## config.mk

```make
export PLATFORM = sky130hd
export DESIGN_NAME = msb_scan_seq
export DESIGN_NICKNAME = d
export VERILOG_FILES = /design/src/rtl/msb_scan_pkg.sv /design/src/rtl/msb_chunk_enc.sv /design/src/rtl/msb_scan_seq.sv
export SDC_FILE = /design/constraint.sdc
export NUM_CORES = 1
export LEC_CHECK = 0
export BUFFER_PORTS_ARGS = -buffer_cell sky130_fd_sc_hd__buf_2
export CAP_MARGIN = 10
export CORE_MARGIN = 2
export CORE_UTILIZATION = 50
export DETAILED_ROUTE_END_ITERATION = 12
export HOLD_SLACK_MARGIN = 0.12
export MAX_ROUTING_LAYER = met4
export PLACE_DENSITY = 0.72
export SYNTH_ARGS = -nofsm -noshare
export SYNTH_HDL_FRONTEND = slang
export SYNTH_HIERARCHICAL = 1
export SYNTH_SLANG_ARGS = --single-unit
```

## constraint.sdc

```tcl
create_clock -name clk -period 5.54 [get_ports clk]
set_clock_uncertainty 0.05 [all_clocks]
set_input_delay 0.831 -clock clk [delete_from_list [all_inputs] [get_ports clk]]
set_output_delay 0.831 -clock clk [all_outputs]
set_load 0.05 [all_outputs]
```

## src/rtl/msb_scan_pkg.sv

```systemverilog
// Shared types and sizing helpers for the sequential leading/trailing-one finder.
// Optional feature macro used by the top: MSB_SCAN_EARLY_ZERO_EN.
package msb_scan_pkg;

  typedef enum logic [1:0] {
    IDLE = 2'd0,
    SCAN = 2'd1,
    DONE = 2'd2
  } state_e;

  localparam int DEFAULT_WIDTH = 32;
  localparam int DEFAULT_CHUNK = 8;

  localparam string WIDTH_CHUNK_MSG =
    "msb_scan_seq: WIDTH must be a non-zero multiple of CHUNK";

  function automatic int msbNchunk(input int width, input int chunk);
    return width / chunk;
  endfunction

  function automatic int msbPosW(input int width);
    return $clog2(width + 1);
  endfunction

  // Slice index width; a single-slice build still needs a one-bit register.
  function automatic int msbIdxW(input int nchunk);
    return (nchunk > 1) ? $clog2(nchunk) : 1;
  endfunction

endpackage : msb_scan_pkg

```

## src/rtl/msb_chunk_enc.sv

```systemverilog
// Combinational CHUNK-bit encoder: 1-based position of the highest (or lowest)
// set bit in one slice, plus a nonzero flag.
module msb_chunk_enc
  import msb_scan_pkg::*;
#(
  parameter int CHUNK = DEFAULT_CHUNK,
  parameter int LP_W  = $clog2(CHUNK + 1)
) (
  input  logic [CHUNK-1:0] slice_i,
  input  logic             lsb_mode_i,
  output logic [LP_W-1:0]  local_pos_o,
  output logic             nonzero_o
);

  // The last hit in each loop wins: ascending scan keeps the highest bit,
  // descending scan keeps the lowest.
  always_comb begin
    local_pos_o = '0;
    if (lsb_mode_i) begin
      for (int i = CHUNK - 1; i >= 0; i--) begin
        if (slice_i[i]) local_pos_o = LP_W'(i + 1);
      end
    end else begin
      for (int i = 0; i < CHUNK; i++) begin
        if (slice_i[i]) local_pos_o = LP_W'(i + 1);
      end
    end
  end

  assign nonzero_o = |slice_i;

endmodule : msb_chunk_enc

```

## src/rtl/msb_scan_seq.sv

```systemverilog
// Sequential leading-one / trailing-one finder, one CHUNK slice per clock,
// with valid/ready on both sides. Optional macro: MSB_SCAN_EARLY_ZERO_EN.
module msb_scan_seq
  import msb_scan_pkg::*;
#(
  parameter int WIDTH  = DEFAULT_WIDTH,
  parameter int CHUNK  = DEFAULT_CHUNK,
  parameter int NCHUNK = msbNchunk(WIDTH, CHUNK),
  parameter int POS_W  = msbPosW(WIDTH)
) (
  input  logic             clk,
  input  logic             rst_n,
  input  logic             in_valid,
  output logic             in_ready,
  input  logic [WIDTH-1:0] in_data,
  input  logic             in_lsb_mode,
  output logic             out_valid,
  input  logic             out_ready,
  output logic [POS_W-1:0] out_pos,
  output logic             out_zero
);

  localparam int IDX_W = msbIdxW(NCHUNK);
  localparam int LP_W  = $clog2(CHUNK + 1);

  localparam logic [IDX_W-1:0] IDX_FIRST_MSB = IDX_W'(NCHUNK - 1);
  localparam logic [IDX_W-1:0] IDX_FIRST_LSB = '0;

  if ((CHUNK <= 0) || (WIDTH % CHUNK != 0)) begin : gWidthCheck
    $error("%s", WIDTH_CHUNK_MSG);
  end

  state_e           state_q, state_d;
  logic [WIDTH-1:0] data_q, data_d;
  logic             lsb_q, lsb_d;
  logic [IDX_W-1:0] idx_q, idx_d;
  logic [POS_W-1:0] pos_q, pos_d;
  logic             zero_q, zero_d;

  logic [CHUNK-1:0] sliceW;
  logic [LP_W-1:0]  localPos;
  logic             sliceNonzero;
  logic             lastSlice;

  assign sliceW = data_q[idx_q * CHUNK +: CHUNK];

  msb_chunk_enc #(
    .CHUNK (CHUNK),
    .LP_W  (LP_W)
  ) uChunkEnc (
    .slice_i     (sliceW),
    .lsb_mode_i  (lsb_q),
    .local_pos_o (localPos),
    .nonzero_o   (sliceNonzero)
  );

  assign lastSlice = lsb_q ? (idx_q == IDX_FIRST_MSB) : (idx_q == IDX_FIRST_LSB);

  always_ff @(posedge clk) begin
    if (!rst_n) begin
      state_q <= IDLE;
      data_q  <= '0;
      lsb_q   <= 1'b0;
      idx_q   <= '0;
      pos_q   <= '0;
      zero_q  <= 1'b0;
    end else begin
      state_q <= state_d;
      data_q  <= data_d;
      lsb_q   <= lsb_d;
      idx_q   <= idx_d;
      pos_q   <= pos_d;
      zero_q  <= zero_d;
    end
  end

  // DONE holds the result registers untouched until the consumer takes them.
  always_comb begin
    state_d = state_q;
    data_d  = data_q;
    lsb_d   = lsb_q;
    idx_d   = idx_q;
    pos_d   = pos_q;
    zero_d  = zero_q;

    unique case (state_q)
      IDLE: begin
        if (in_valid) begin
          data_d  = in_data;
          lsb_d   = in_lsb_mode;
          idx_d   = in_lsb_mode ? IDX_FIRST_LSB : IDX_FIRST_MSB;
          state_d = SCAN;
`ifdef MSB_SCAN_EARLY_ZERO_EN
          if (in_data == '0) begin
            pos_d   = '0;
            zero_d  = 1'b1;
            state_d = DONE;
          end
`endif
        end
      end

      SCAN: begin
        if (sliceNonzero) begin
          pos_d   = POS_W'(idx_q) * POS_W'(CHUNK) + POS_W'(localPos);
          zero_d  = 1'b0;
          state_d = DONE;
        end else if (lastSlice) begin
          pos_d   = '0;
          zero_d  = 1'b1;
          state_d = DONE;
        end else begin
          idx_d = lsb_q ? (idx_q + IDX_W'(1)) : (idx_q - IDX_W'(1));
        end
      end

      DONE: begin
        if (out_ready) state_d = IDLE;
      end

      default: state_d = IDLE;
    endcase
  end

  assign in_ready  = (state_q == IDLE);
  assign out_valid = (state_q == DONE);
  assign out_pos   = pos_q;
  assign out_zero  = zero_q;

endmodule : msb_scan_seq

```

Word-level counts from Yosys, hierarchy flattened
Cells that the tools add are included.
{"block": "totals", "ff_bits": 44, "inputBits": 37}
{"block": "classes", "add_sub_neg": 3, "eq_ne": 8, "shifts": 1, "mux": 33, "reduce_logical": 9}
{"operator": "$mux 4", "n": 10}
{"operator": "$shiftx 32x6->8", "n": 1}
{"operator": "$mux 2", "n": 11}
{"operator": "$mux 3", "n": 4}
{"operator": "$mux 6", "n": 2}
{"operator": "$reduce_or 8->1", "n": 1}
{"operator": "$add 5x4->6", "n": 1}
{"operator": "$ne 2x2->1 const B", "n": 3}
{"operator": "$pmux 2 s3", "n": 1}
{"operator": "$eq 2x2->1 const B", "n": 2}
{"operator": "$logic_not 2->1", "n": 2}
{"operator": "$mux 1", "n": 4}
{"operator": "$pmux 2 s2", "n": 1}
{"operator": "$reduce_and 2->1", "n": 2}
{"operator": "$reduce_and 4->1", "n": 1}
{"operator": "$reduce_bool 2->1", "n": 2}
{"operator": "$ne 3x3->1 const B", "n": 1}
{"operator": "$reduce_and 3->1", "n": 1}
{"operator": "$add 2x1->2 const B", "n": 1}
{"operator": "$eq 2x1->1 const B", "n": 1}
{"operator": "$ne 2x1->1 const B", "n": 1}
{"operator": "$sub 2x1->2 const B", "n": 1}

Logic depth before layout (Yosys ltp)
{"block": "logic_depth", "word_depth": 12, "depth_mapped": 9, "depth_no_buf": 8}

Modules after synthesis
The synthesis kept the hierarchy.
{"module": "msb_scan_seq", "instances": 1, "cells_per_inst": 212, "area_per_inst_um2": 1993.2, "seq_area_each_um2": 880.8}
{"module": "msb_chunk_enc", "instances": 1, "cells_per_inst": 25, "area_per_inst_um2": 146.4, "seq_area_each_um2": 0.0}

Least setup slack after synthesis
Ideal clock, no wire load.
{"block": "synth_path", "path_type": "flip-flop to flip-flop", "from": "reg idx_q[0]", "to": "reg idx_q[1]", "setup_ps": 116, "t_arrival_ps": 2461, "required_time_ps": 5374, "setup_slack_ps": 2913, "stages_incl_launch_ff": 9, "cell_sequence": "dfxtp_1 > buf_4 > mux4_2 > nor3_1 > nand3_1 > or2_1 > o41ai_4 > nor2_1 > a41o_1"}
{"item": "start: declaration", "line": "msb_scan_seq.sv:36", "rtl": "logic [IDX_W-1:0] idx_q, idx_d;"}
{"item": "start signal: assignment", "line": "msb_scan_seq.sv:71", "rtl": "idx_q <= idx_d;"}
{"item": "$shiftx 32x6->8", "line": "msb_scan_seq.sv:45", "rtl": "assign sliceW = data_q[idx_q * CHUNK +: CHUNK];"}
{"item": "named net sliceW[2]", "line": "msb_scan_seq.sv:40", "rtl": "logic [CHUNK-1:0] sliceW;"}
{"item": "$reduce_or 8->1", "line": "msb_chunk_enc.sv:30", "rtl": "assign nonzero_o = |slice_i;"}
{"item": "named net sliceNonzero", "line": "msb_scan_seq.sv:42", "rtl": "logic sliceNonzero;"}
{"item": "$ne 2x2->1 (no source line)"}
{"item": "$reduce_and 4->1 (no source line)"}
The timed path passes the listed nets, and every way through them passes these cells. The select of a mux whose other input is x is not followed.
A chain may end at the register's enable or synchronous reset.

Worst setup path after layout
Ends and elaborated chain as after synthesis.

==> metrics.yaml <==
clocking:
  cts_resized: 0
  clock_sinks: 44
  cts-root-buf: "clkbuf_8"
  cts_hold_buf: 0
  post-cts-setup-buffer-count: 0
  cts_tree: "built"
  clk_pin_slew_ps: 80
  insertion_delay_ps: 300
  htree_levels: 2
  clock_path_buffers: 2
  cts_made_buffers: 5
logic_synthesis:
  avgSynthCellArea_um2: 9.03
  synth_compound_area_frac: 0.222
  yosysSeqAreaShare: 0.412
  yosys.area_share.simple: 0.217
  synthAdderAreaFrac: 0.0117
  syn_inst: 237
  ys_ff_latch: 44
  yosys-top-cells-area: "dfxtp_1 (41%), nand2_1 (12%), a21boi_1 (8.4%)"
  synth-edff-count: 0
  yosys.area.top_type: "dfxtp_1"
  synth.area.mux_share: 0.0842
  synth_nets: 276
  synthArstFlopShare: 0
  synth.top_cell.area_share: 0.412
  synth_cell_types: 41
  syn-cell-area_um2: 2140
  yosysWarnings: 6
  synth_top_family_by_area: "compound AO/OA/AOI/OAI gates"
  synth_xor_area_frac: 0.00819
  synth_ff_type: "dfxtp_1"
drt:
  wl_met2_mm: 1.79
  drtAntennaViolNets: 0
  avgRoutedWirePerCell_um: 12.8
  dr.first_iter.drc_count: 78
  vias: 1704
  wl_met1_mm: 2.12
  viasPerCell: 5.26
  highest-signal-layer: "met4"
  routed_wl_mm: 4.14
  route.detailed.drc: 0
  drtPass1Iterations: 4
  wl_met3_um: 189
min_path:
  hold_class: "reg2reg"
cells_and_area:
  final_util: 0.603
  final_nets: 313
  antenna_cells: 0
  register_area_um2: 881
  fillCellCount: 377
  drive_gt1_frac: 0.245
  multi_input_area_um2: 1160
  syn2layout_area_growth_pct: 14.3
grt:
  grt_overflow_total: 0
  grt_start_max_net_pins: 46
  grt_usage: 0.191
  grt_pass1_wl_mm: 7.29
  antenna_found_initial: 0
  grt_pass1_vias: 1608
timing:
  fin_crit_sh: 0.546
  tns_ps: 0
  min_period_ps: 3020
  final_max_slew_viol_count: 0
  worst_pin_slew_ps: 1090
  timing.final.hold_violations: 0
  fmax_mhz: 331
  whs_ps: 406
  rsz0062_at_grt: "no"
  setup_violations: 0
  slew_headroom: 0.272
die:
  die_h_um: 69.4
  start_util: 0.527
  coreArea_um2: 4060
  row_count: 23
  io_pins: 46
  die_w_um: 69.4
  dieArea_um2: 4820
power_and_ir_drop:
  peakVddDrop_uv: 161
  comb_power_share: 0.236
  clkPwrFrac: 0.281
  p_int_uw: 528
  seq_power_share: 0.483
  p_leak_nw: 0.979
  switching_power_uw: 230
  power_density_nw_per_um2: 310
  swShare: 0.303
setup_path:
  startpoint_type: "flop"
  crit_slowest_cell: "dfxtp_1"
  critPathArrivalTime_ps: 3160
  cp_slowest_stage_delay_ps: 790
  cp.required_ps: 5680
  critPathKind: "reg2reg"
  endpoint_kind: "flop"
  crit_fanout: 14
  path_cells: "mux4_2 -> nor3_1 -> nand3_1 -> or2_1 -> o41ai_4 -> nor2_1 -> a41o_1"
placed_design:
  dpl.hpwl_mm: 2.90
  gp_routability_congestion: 0.809
  placement.io_buffers: 45
run_status:
  outcome: "completed"
run:
  cap_violations: 0
==> synth_stat cells, types with 2 or more instances <==
cell,count
a22oi_1,6
nand2b_1,3
buf_4,2
mux4_2,8
nand2_1,71
a21boi_1,24
clkbuf_1,4
ha_1,2
dfxtp_1,44
inv_1,3
o31ai_1,2
a21oi_1,6
o21a_1,2
xnor2_1,2
nor2b_1,7
nor3b_1,2
a21boi_0,11
nor2_1,8
buf_2,8
==> final timing paths <==
kind / slack [ps] / end / start / cells past startpoint
hold / removal: 410 / data_q[12] / data_q[12] / 2
setup / recovery: 2520 / idx_q[1] / idx_q[0] / 7
hold reg to reg: 410 / data_q[12] / data_q[12] / 2
setup reg to reg: 2520 / idx_q[1] / idx_q[0] / 7
==> layer usage <==
layer,global-route usage,vias to the layer above
li1,-,883
met2,0.283,38
met4,0.0675,0
met3,0.0552,6
met1,0.251,777
met5,-,-
==> registers in the layout, summed over array words and instances, names as in the netlist <==
| register | flops |
|---|---|
| data_q | 32 |
| idx_q | 2 |
| lsb_q | 1 |
| out_pos | 6 |
| out_zero | 1 |
| state_q | 2 |
==> layout make-up <==
cell class,count,area share
repair buffers,46,0.0951
clock buffers,7,0.0394
multi-input cells,174,0.475
flip-flops and latches,44,0.360
inverters,3,0.00460
well taps,50,0.0256
==> placed cells by master, fill, tap and decap left out <==
master and n:
o311ai_1 1, xnor2_1 2, o41ai_4 1, buf_2 45, buf_4 1, and3_4 1
and2b_1 1, a221o_1 1, o21ai_0 1, o31ai_4 1, ha_1 2, or2b_1 1
nor3_1 1, a41o_1 1, a21boi_0 11, nor3_2 1, mux4_2 8, clkbuf_8 7
and2_1 1, o31ai_1 2, a21oi_1 6, nand2_1 71, dfxtp_1 44, nor2b_1 7
and2_0 1, nor3b_1 2, and2_4 1, a32o_1 1, inv_1 3, a21boi_1 24
o21a_1 2, nand3_1 1, o2bb2ai_2 1, nor2_1 8, or3b_1 1, or2_1 1
nand3b_1 1, a22oi_1 6, nand2b_1 3
==> stage by stage <==
step | cells | area, µm² | total power, mW | setup WS, ps
5_1_grt | 324 | 2450 | 0.800 | 2300
4_1_cts | 324 | 2450 | 0.765 | 2500
6_report | 324 | 2450 | 0.758 | 2520
3_5_place_dp | 317 | 2350 | 0.551 | 2530
2_1_floorplan | 237 | 2140 | 0.513 | 2910
3_3_place_gp | 317 | 2350 | 0.548 | 2620
==> critical path: cells and delay by family, from the launching register on <==
kind,cells,cell delay (ps)
and+or+nand+nor,4,820
DFF,1,790
muxes,1,640
AOI/OAI and AO/OA,2,620
==> power groups by stage <==
stage | clock network [mW] | logic [mW] | registers, mW
6_report | 0.213 | 0.179 | 0.366
5_1_grt | 0.230 | 0.199 | 0.371
4_1_cts | 0.220 | 0.180 | 0.366
3_5_place_dp | 0 | 0.178 | 0.373
3_3_place_gp | 0 | 0.175 | 0.373
2_1_floorplan | 0 | 0.142 | 0.371
==> cells by family (layout without fill, tap and decap cells) <==
kind of cell | count (synthesis) | count (layout)
xor gates and xnor gates | 2 | 2
adders and majority gates | 2 | 2
AOI/OAI and AO/OA | 59 | 59
muxes | 8 | 8
buffers and inverters | 19 | 56
and+or+nand+nor | 103 | 103
DFF | 44 | 44
(Power assumes the default switching activity.)
